<file path="config.mk">
export PLATFORM = sky130hd
export DESIGN_NAME = trace_tx
export DESIGN_NICKNAME = d
export VERILOG_FILES = /design/src/rtl/trace_tx.sv
export SDC_FILE = /design/constraint.sdc
export NUM_CORES = 1
export LEC_CHECK = 0
export BUFFER_PORTS_ARGS = -buffer_cell sky130_fd_sc_hd__buf_2
export CORE_ASPECT_RATIO = 0.7
export CORE_UTILIZATION = 45
export DETAILED_ROUTE_END_ITERATION = 8
export PLACE_DENSITY = 0.68
export SYNTH_ARGS = -nofsm -noshare
export SYNTH_HDL_FRONTEND = slang
export SYNTH_HIERARCHICAL = 1
export SYNTH_SLANG_ARGS = --single-unit
</file>
<file path="constraint.sdc">
create_clock -name clk -period 3.44 [get_ports clk]
set_clock_uncertainty 0.05 [all_clocks]
set_input_delay 0.172 -clock clk [delete_from_list [all_inputs] [get_ports clk]]
set_output_delay 0.172 -clock clk [all_outputs]
set_load 0.05 [all_outputs]
</file>
<file path="src/rtl/trace_tx.sv">
// Retirement-trace exporter: buffers {seq,pc,instr} per commit and streams 10-byte frames.
// Latency commit->SYNC byte is 2 cycles; tx_data/byte_idx hold under !tx_ready, full FIFO drops.

module trace_fifo #(
  parameter int W     = 72,
  parameter int DEPTH = 8,
  parameter int AW    = 3
) (
  input  logic          clk,
  input  logic          rst,
  input  logic          push,
  input  logic          pop,
  input  logic [W-1:0]  din,
  output logic [W-1:0]  dout,
  output logic [AW:0]   level,
  output logic          empty,
  output logic          full
);
  localparam logic [AW:0] FULL_LVL = DEPTH[AW:0];

  logic [W-1:0]  mem_q [DEPTH];
  logic [W-1:0]  mem_d [DEPTH];
  logic [AW-1:0] wr_ptr_q, wr_ptr_d;
  logic [AW-1:0] rd_ptr_q, rd_ptr_d;
  logic [AW:0]   level_q, level_d;

  assign dout  = mem_q[rd_ptr_q];
  assign level = level_q;
  assign empty = (level_q == '0);
  assign full  = (level_q == FULL_LVL);

  // Push while full is legal only alongside a pop: the head is read before the slot is overwritten.
  always_comb begin
    mem_d    = mem_q;
    wr_ptr_d = wr_ptr_q;
    rd_ptr_d = rd_ptr_q;
    level_d  = level_q;
    if (push) begin
      mem_d[wr_ptr_q] = din;
      wr_ptr_d        = wr_ptr_q + 1'b1;
    end
    if (pop) rd_ptr_d = rd_ptr_q + 1'b1;
    case ({push, pop})
      2'b10:   level_d = level_q + 1'b1;
      2'b01:   level_d = level_q - 1'b1;
      default: level_d = level_q;
    endcase
  end

  always_ff @(posedge clk or negedge rst) begin
    if (!rst) begin
      for (int i = 0; i < DEPTH; i++) mem_q[i] <= '0;
      wr_ptr_q <= '0;
      rd_ptr_q <= '0;
      level_q  <= '0;
    end else begin
      mem_q    <= mem_d;
      wr_ptr_q <= wr_ptr_d;
      rd_ptr_q <= rd_ptr_d;
      level_q  <= level_d;
    end
  end
endmodule

module trace_tx #(
  parameter int          FIFO_DEPTH = 8,
  parameter int          ADDR_W     = 3,
  parameter logic [7:0]  SYNC_BYTE  = 8'hA5
) (
  input  logic              clk,
  input  logic              rst,
  input  logic              en,
  input  logic              commit,
  input  logic [31:0]       pc,
  input  logic [31:0]       instr,
  input  logic              clr_ovf,
  output logic [7:0]        tx_data,
  output logic              tx_valid,
  input  logic              tx_ready,
  output logic              overflow,
  output logic [15:0]       drop_cnt,
  output logic [ADDR_W:0]   fifo_level
);
  localparam logic [0:0] IDLE = 1'b0;
  localparam logic [0:0] SEND = 1'b1;

  logic [0:0]  state_q, state_d;
  logic [3:0]  byte_idx_q, byte_idx_d;
  logic [71:0] frame_q, frame_d;
  logic [7:0]  seq_q, seq_d;
  logic        overflow_q, overflow_d;
  logic [15:0] drop_cnt_q, drop_cnt_d;

  logic        capture, last_hs, push, pop, drop;
  logic        fifo_empty, fifo_full;
  logic [71:0] fifo_head;

  assign capture = commit & en;
  assign last_hs = (state_q == SEND) && tx_ready && (byte_idx_q == 4'd9);
  assign pop     = !fifo_empty && ((state_q == IDLE) || last_hs);
  assign push    = capture && (!fifo_full || pop);
  assign drop    = capture && !push;

  trace_fifo #(.W(72), .DEPTH(FIFO_DEPTH), .AW(ADDR_W)) u_fifo (
    .clk   (clk),
    .rst   (rst),
    .push  (push),
    .pop   (pop),
    .din   ({seq_q, pc, instr}),
    .dout  (fifo_head),
    .level (fifo_level),
    .empty (fifo_empty),
    .full  (fifo_full)
  );

  always_comb begin
    state_d    = state_q;
    byte_idx_d = byte_idx_q;
    frame_d    = frame_q;
    if (pop) begin
      frame_d    = fifo_head;
      byte_idx_d = 4'd0;
      state_d    = SEND;
    end else if ((state_q == SEND) && tx_ready) begin
      if (byte_idx_q == 4'd9) state_d = IDLE;
      else                    byte_idx_d = byte_idx_q + 4'd1;
    end
  end

  // seq advances on every capture, dropped or not, so the host can see gaps.
  always_comb begin
    seq_d      = capture ? seq_q + 8'd1 : seq_q;
    overflow_d = overflow_q;
    drop_cnt_d = drop_cnt_q;
    if (clr_ovf) begin
      overflow_d = 1'b0;
      drop_cnt_d = drop ? 16'd1 : 16'd0;
    end else if (drop) begin
      overflow_d = 1'b1;
      if (drop_cnt_q != 16'hFFFF) drop_cnt_d = drop_cnt_q + 16'd1;
    end
  end

  always_comb begin
    tx_data = 8'h00;
    if (state_q == SEND) begin
      case (byte_idx_q)
        4'd0:    tx_data = SYNC_BYTE;
        4'd1:    tx_data = frame_q[71:64];
        4'd2:    tx_data = frame_q[63:56];
        4'd3:    tx_data = frame_q[55:48];
        4'd4:    tx_data = frame_q[47:40];
        4'd5:    tx_data = frame_q[39:32];
        4'd6:    tx_data = frame_q[31:24];
        4'd7:    tx_data = frame_q[23:16];
        4'd8:    tx_data = frame_q[15:8];
        4'd9:    tx_data = frame_q[7:0];
        default: tx_data = 8'h00;
      endcase
    end
  end

  assign tx_valid = (state_q == SEND);
  assign overflow = overflow_q;
  assign drop_cnt = drop_cnt_q;

  always_ff @(posedge clk or negedge rst) begin
    if (!rst) begin
      state_q    <= IDLE;
      byte_idx_q <= 4'd0;
      frame_q    <= '0;
      seq_q      <= 8'd0;
      overflow_q <= 1'b0;
      drop_cnt_q <= 16'd0;
    end else begin
      state_q    <= state_d;
      byte_idx_q <= byte_idx_d;
      frame_q    <= frame_d;
      seq_q      <= seq_d;
      overflow_q <= overflow_d;
      drop_cnt_q <= drop_cnt_d;
    end
  end
endmodule

</file>
==> impl_metrics.csv <==
group,metric,value,unit
sta,period_minus_slack,3.33,ns
logic_synthesis,ys_async_sr_fraction,100,%
logic_synthesis,syn_inst,1939,
floorplan,start_util,45.7,%
power_and_ir_drop,ir_drop,0.455,mV
clocking,cts_tree,"yes",
place,dp.final_hpwl,43.8,mm
floorplan,fp-row-count,80,
worst_setup_path,worstPathMaxFanout,16,
finish,final_cell_count_no_fill,3064,
worst_setup_path,r2r_slack,0.28,ns
clocking,cts_made_buffers,69,
sta,fmax,300,MHz
logic_synthesis,synthesis.area,31200,sq um
place,dpl.cell_count,2872,
worst_setup_path,start_kind,"register",
global_route,grt_max_degree,91,
sta,max-slew-margin-rel,44.3,%
worst_setup_path,crit_type,"reg2out",
floorplan,dieArea,70500,sq um
global_route,antenna_found_initial,3,
worst_setup_path,arrival,3.11,ns
sta,finalMaxSlewViolations,0,
finish,final_cell_mix,"mux2_2, dfrtp_1, mux4_2, buf_2, clkbuf_16",
drt,drt_iter0_drc,1138,
floorplan,die-width,317,um
drt,firstDrtPassIters,5,
sta,finalCritPeriodShare,96.9,%
global_route,grt-ovfl-total,0,
global_route,grt_usage,21.2,%
logic_synthesis,yosysSeqAreaShare,55.1,%
finish,area_growth,15.3,%
floorplan,ios,100,
drt,wl_per_cell,23.7,um
global_route,grt_pass1_vias,19100,
global_route,grt_first_pass_wirelength,115,mm
worst_setup_path,end_kind,"primary output",
place,gp_congestion,0.803,
drt,drc,0,
logic_synthesis,synth_warnings,6,
drt,totalWireLength,72.7,mm
power_and_ir_drop,power_density,949,nW/um^2
logic_synthesis,syn-num-nets,2020,
logic_synthesis,avgSynthCellArea,16.1,sq um
clocking,max-clock-path-buffers,3,
worst_setup_path,timing.rr.start,"byte_idx_q[1]",
logic_synthesis,synth_edf_count,0,
finish,nets,2191,
worst_setup_path,reg2reg_depth,9,
logic_synthesis,synth_flop_cell,"dfrtp_1",
finish,utilization,52.7,%
finish,final_common_cell,"mux2_2",
sta,setup-violations-final,0,
worst_setup_path,required,3.22,ns
clocking,cts-htree-levels,3,
drt,drtAntennaViolNets,0,
worst_setup_path,worst_r2r_endpoint,"u_fifo/mem_q[171]",
min_path,min_path_type,"in2async",
sta,layout_setup_ws,0.108,ns
place,port_buffers,99,
clocking,clkTransAtPathRegs,0.06,ns
drt,viasPerCell,5.76,
sta,hold_ws,0.170,ns
clocking,root_buffer,"clkbuf_16",
sta,final_hold_viol_count,0,
floorplan,core,68400,sq um
sta,rsz0062_at_grt,"true",
worst_setup_path,startpoint,"byte_idx_q[0]",
run,drv_cap,0,
floorplan,die_height,222,um
power_and_ir_drop,power.leakage,15.8,nW
outcome,status,"finished, final reports clean",
logic_synthesis,synth_cell_type_count,74,
worst_setup_path,crit_end,"tx_data[1]",
drt,dr_total_vias,17600,
place,place_ws,0.309,ns
sta,worst_slew_pin_slew,0.836,ns
finish,final_layout_size_suffix_gt1_share,53.2,%
logic_synthesis,synth_seq_cells,688,
clocking,clock_sinks,688,
clocking,clkLatencyLatePin,0.60,ns
## Yosys cell counts (5+ instances only)
library cell	instances	area, sq um
buf_6	7	78.8
a22oi_1	5	37.5
nand4_1	7	43.8
a211oi_1	7	52.6
inv_1	13	48.8
clkbuf_1	28	105
buf_4	25	188
ha_1	11	138
buf_2	63	315
a22o_1	9	78.8
xnor2_1	18	158
nor2_1	28	105
a221oi_1	7	61.3
o21ai_0	11	55.1
a21oi_1	16	80.1
mux4_2	144	3240
mux2_2	687	7740
mux2_1	13	146
mux2_4	26	390
nand3_1	13	65.1
nand2_1	21	78.8
dfrtp_1	688	17200
mux2i_1	5	50.1
nor2b_1	7	43.8
## final cells by class
type                       count  area [sq um]
antenna                        2          5.00
clock buffer                 103          2070
clock inverter                18           221
fill                        5518         32400
inverter                      15          57.6
multi-input combinational   1107         13200
sequential                   688         17200
tap                          902          1130
timing repair buffer         229          2050
## metal layers
metal  track usage [%]  part of all wire [%]
met1              31.1                    47
met2              32.8                    47
met3              4.37                   4.6
met4              4.20                   1.6
met5                 0                     0
## per-stage QoR
stage                     TNS [ns]  area (sq um)  power [mW]
final                            0         36000        34.2
after CTS                        0         36000        34.5
after global routing       -0.0554         36000        36.0
after detailed placement         0         33000        26.6
after global placement           0         33000        25.9
after floorplan                  0         31200        22.8
## registers in the layout (all words and copies together), names as in the netlist
register / cells
frame_q: 72
seq_q: 8
byte_idx_q: 4
u_fifo/wr_ptr_q: 3
tx_valid: 1
u_fifo/mem_q: 576
overflow: 1
drop_cnt: 16
u_fifo/rd_ptr_q: 3
u_fifo/level: 4
## kinds of logic (layout without fill, tap and decap cells)
kind of cell	count (synthesis)	in the layout	share of synthesized area [%]
buffers and inverters	144	365	2.50
muxes	875	875	37.0
xor gates and xnor gates	22	22	0.617
other	0	2	0
DFF	688	688	55.1
and+or+nand+nor	112	112	2.12
AOI/OAI and AO/OA	87	87	2.13
adders and majority gates	11	11	0.441
## critical path, stage by stage, from the launching register on
cell	delay (ns)
dfrtp_1	0.43
inv_1	0.11
ha_2	0.46
nor2_1	0.09
o21ai_0	0.15
o211ai_1	0.33
a21oi_1	0.57
buf_2	0.37
## timing repair
action | CTS | global route
pin swaps | 0 | 0
setup endpoints to repair | 2 | 6
hold buffers | 69 | 0
setup buffers | 0 | 0
endpoints found under the hold margin | 602 | 0
resized for setup | 1 | 3
## worst min-delay path by stage
stage | startpoint | end | slack (ns) | cells past startpoint
after floorplan | rst | byte_idx_q[0] | -0.17 | 0
after global placement | rst | u_fifo/mem_q[225] | 0.23 | 1
after detailed placement | rst | u_fifo/mem_q[225] | 0.22 | 1
after CTS | rst | u_fifo/mem_q[225] | 0.19 | 2
after global routing | rst | u_fifo/mem_q[225] | 0.21 | 2
final | rst | u_fifo/mem_q[225] | 0.17 | 2
## power by group
part	total [mW]	switching, mW	internal (mW)
combinational	12.4	5.06	7.30
clock	7.68	3.16	4.53
sequential	14.1	2.35	11.8
No activity file was read; power rests on OpenSTA's default activity.
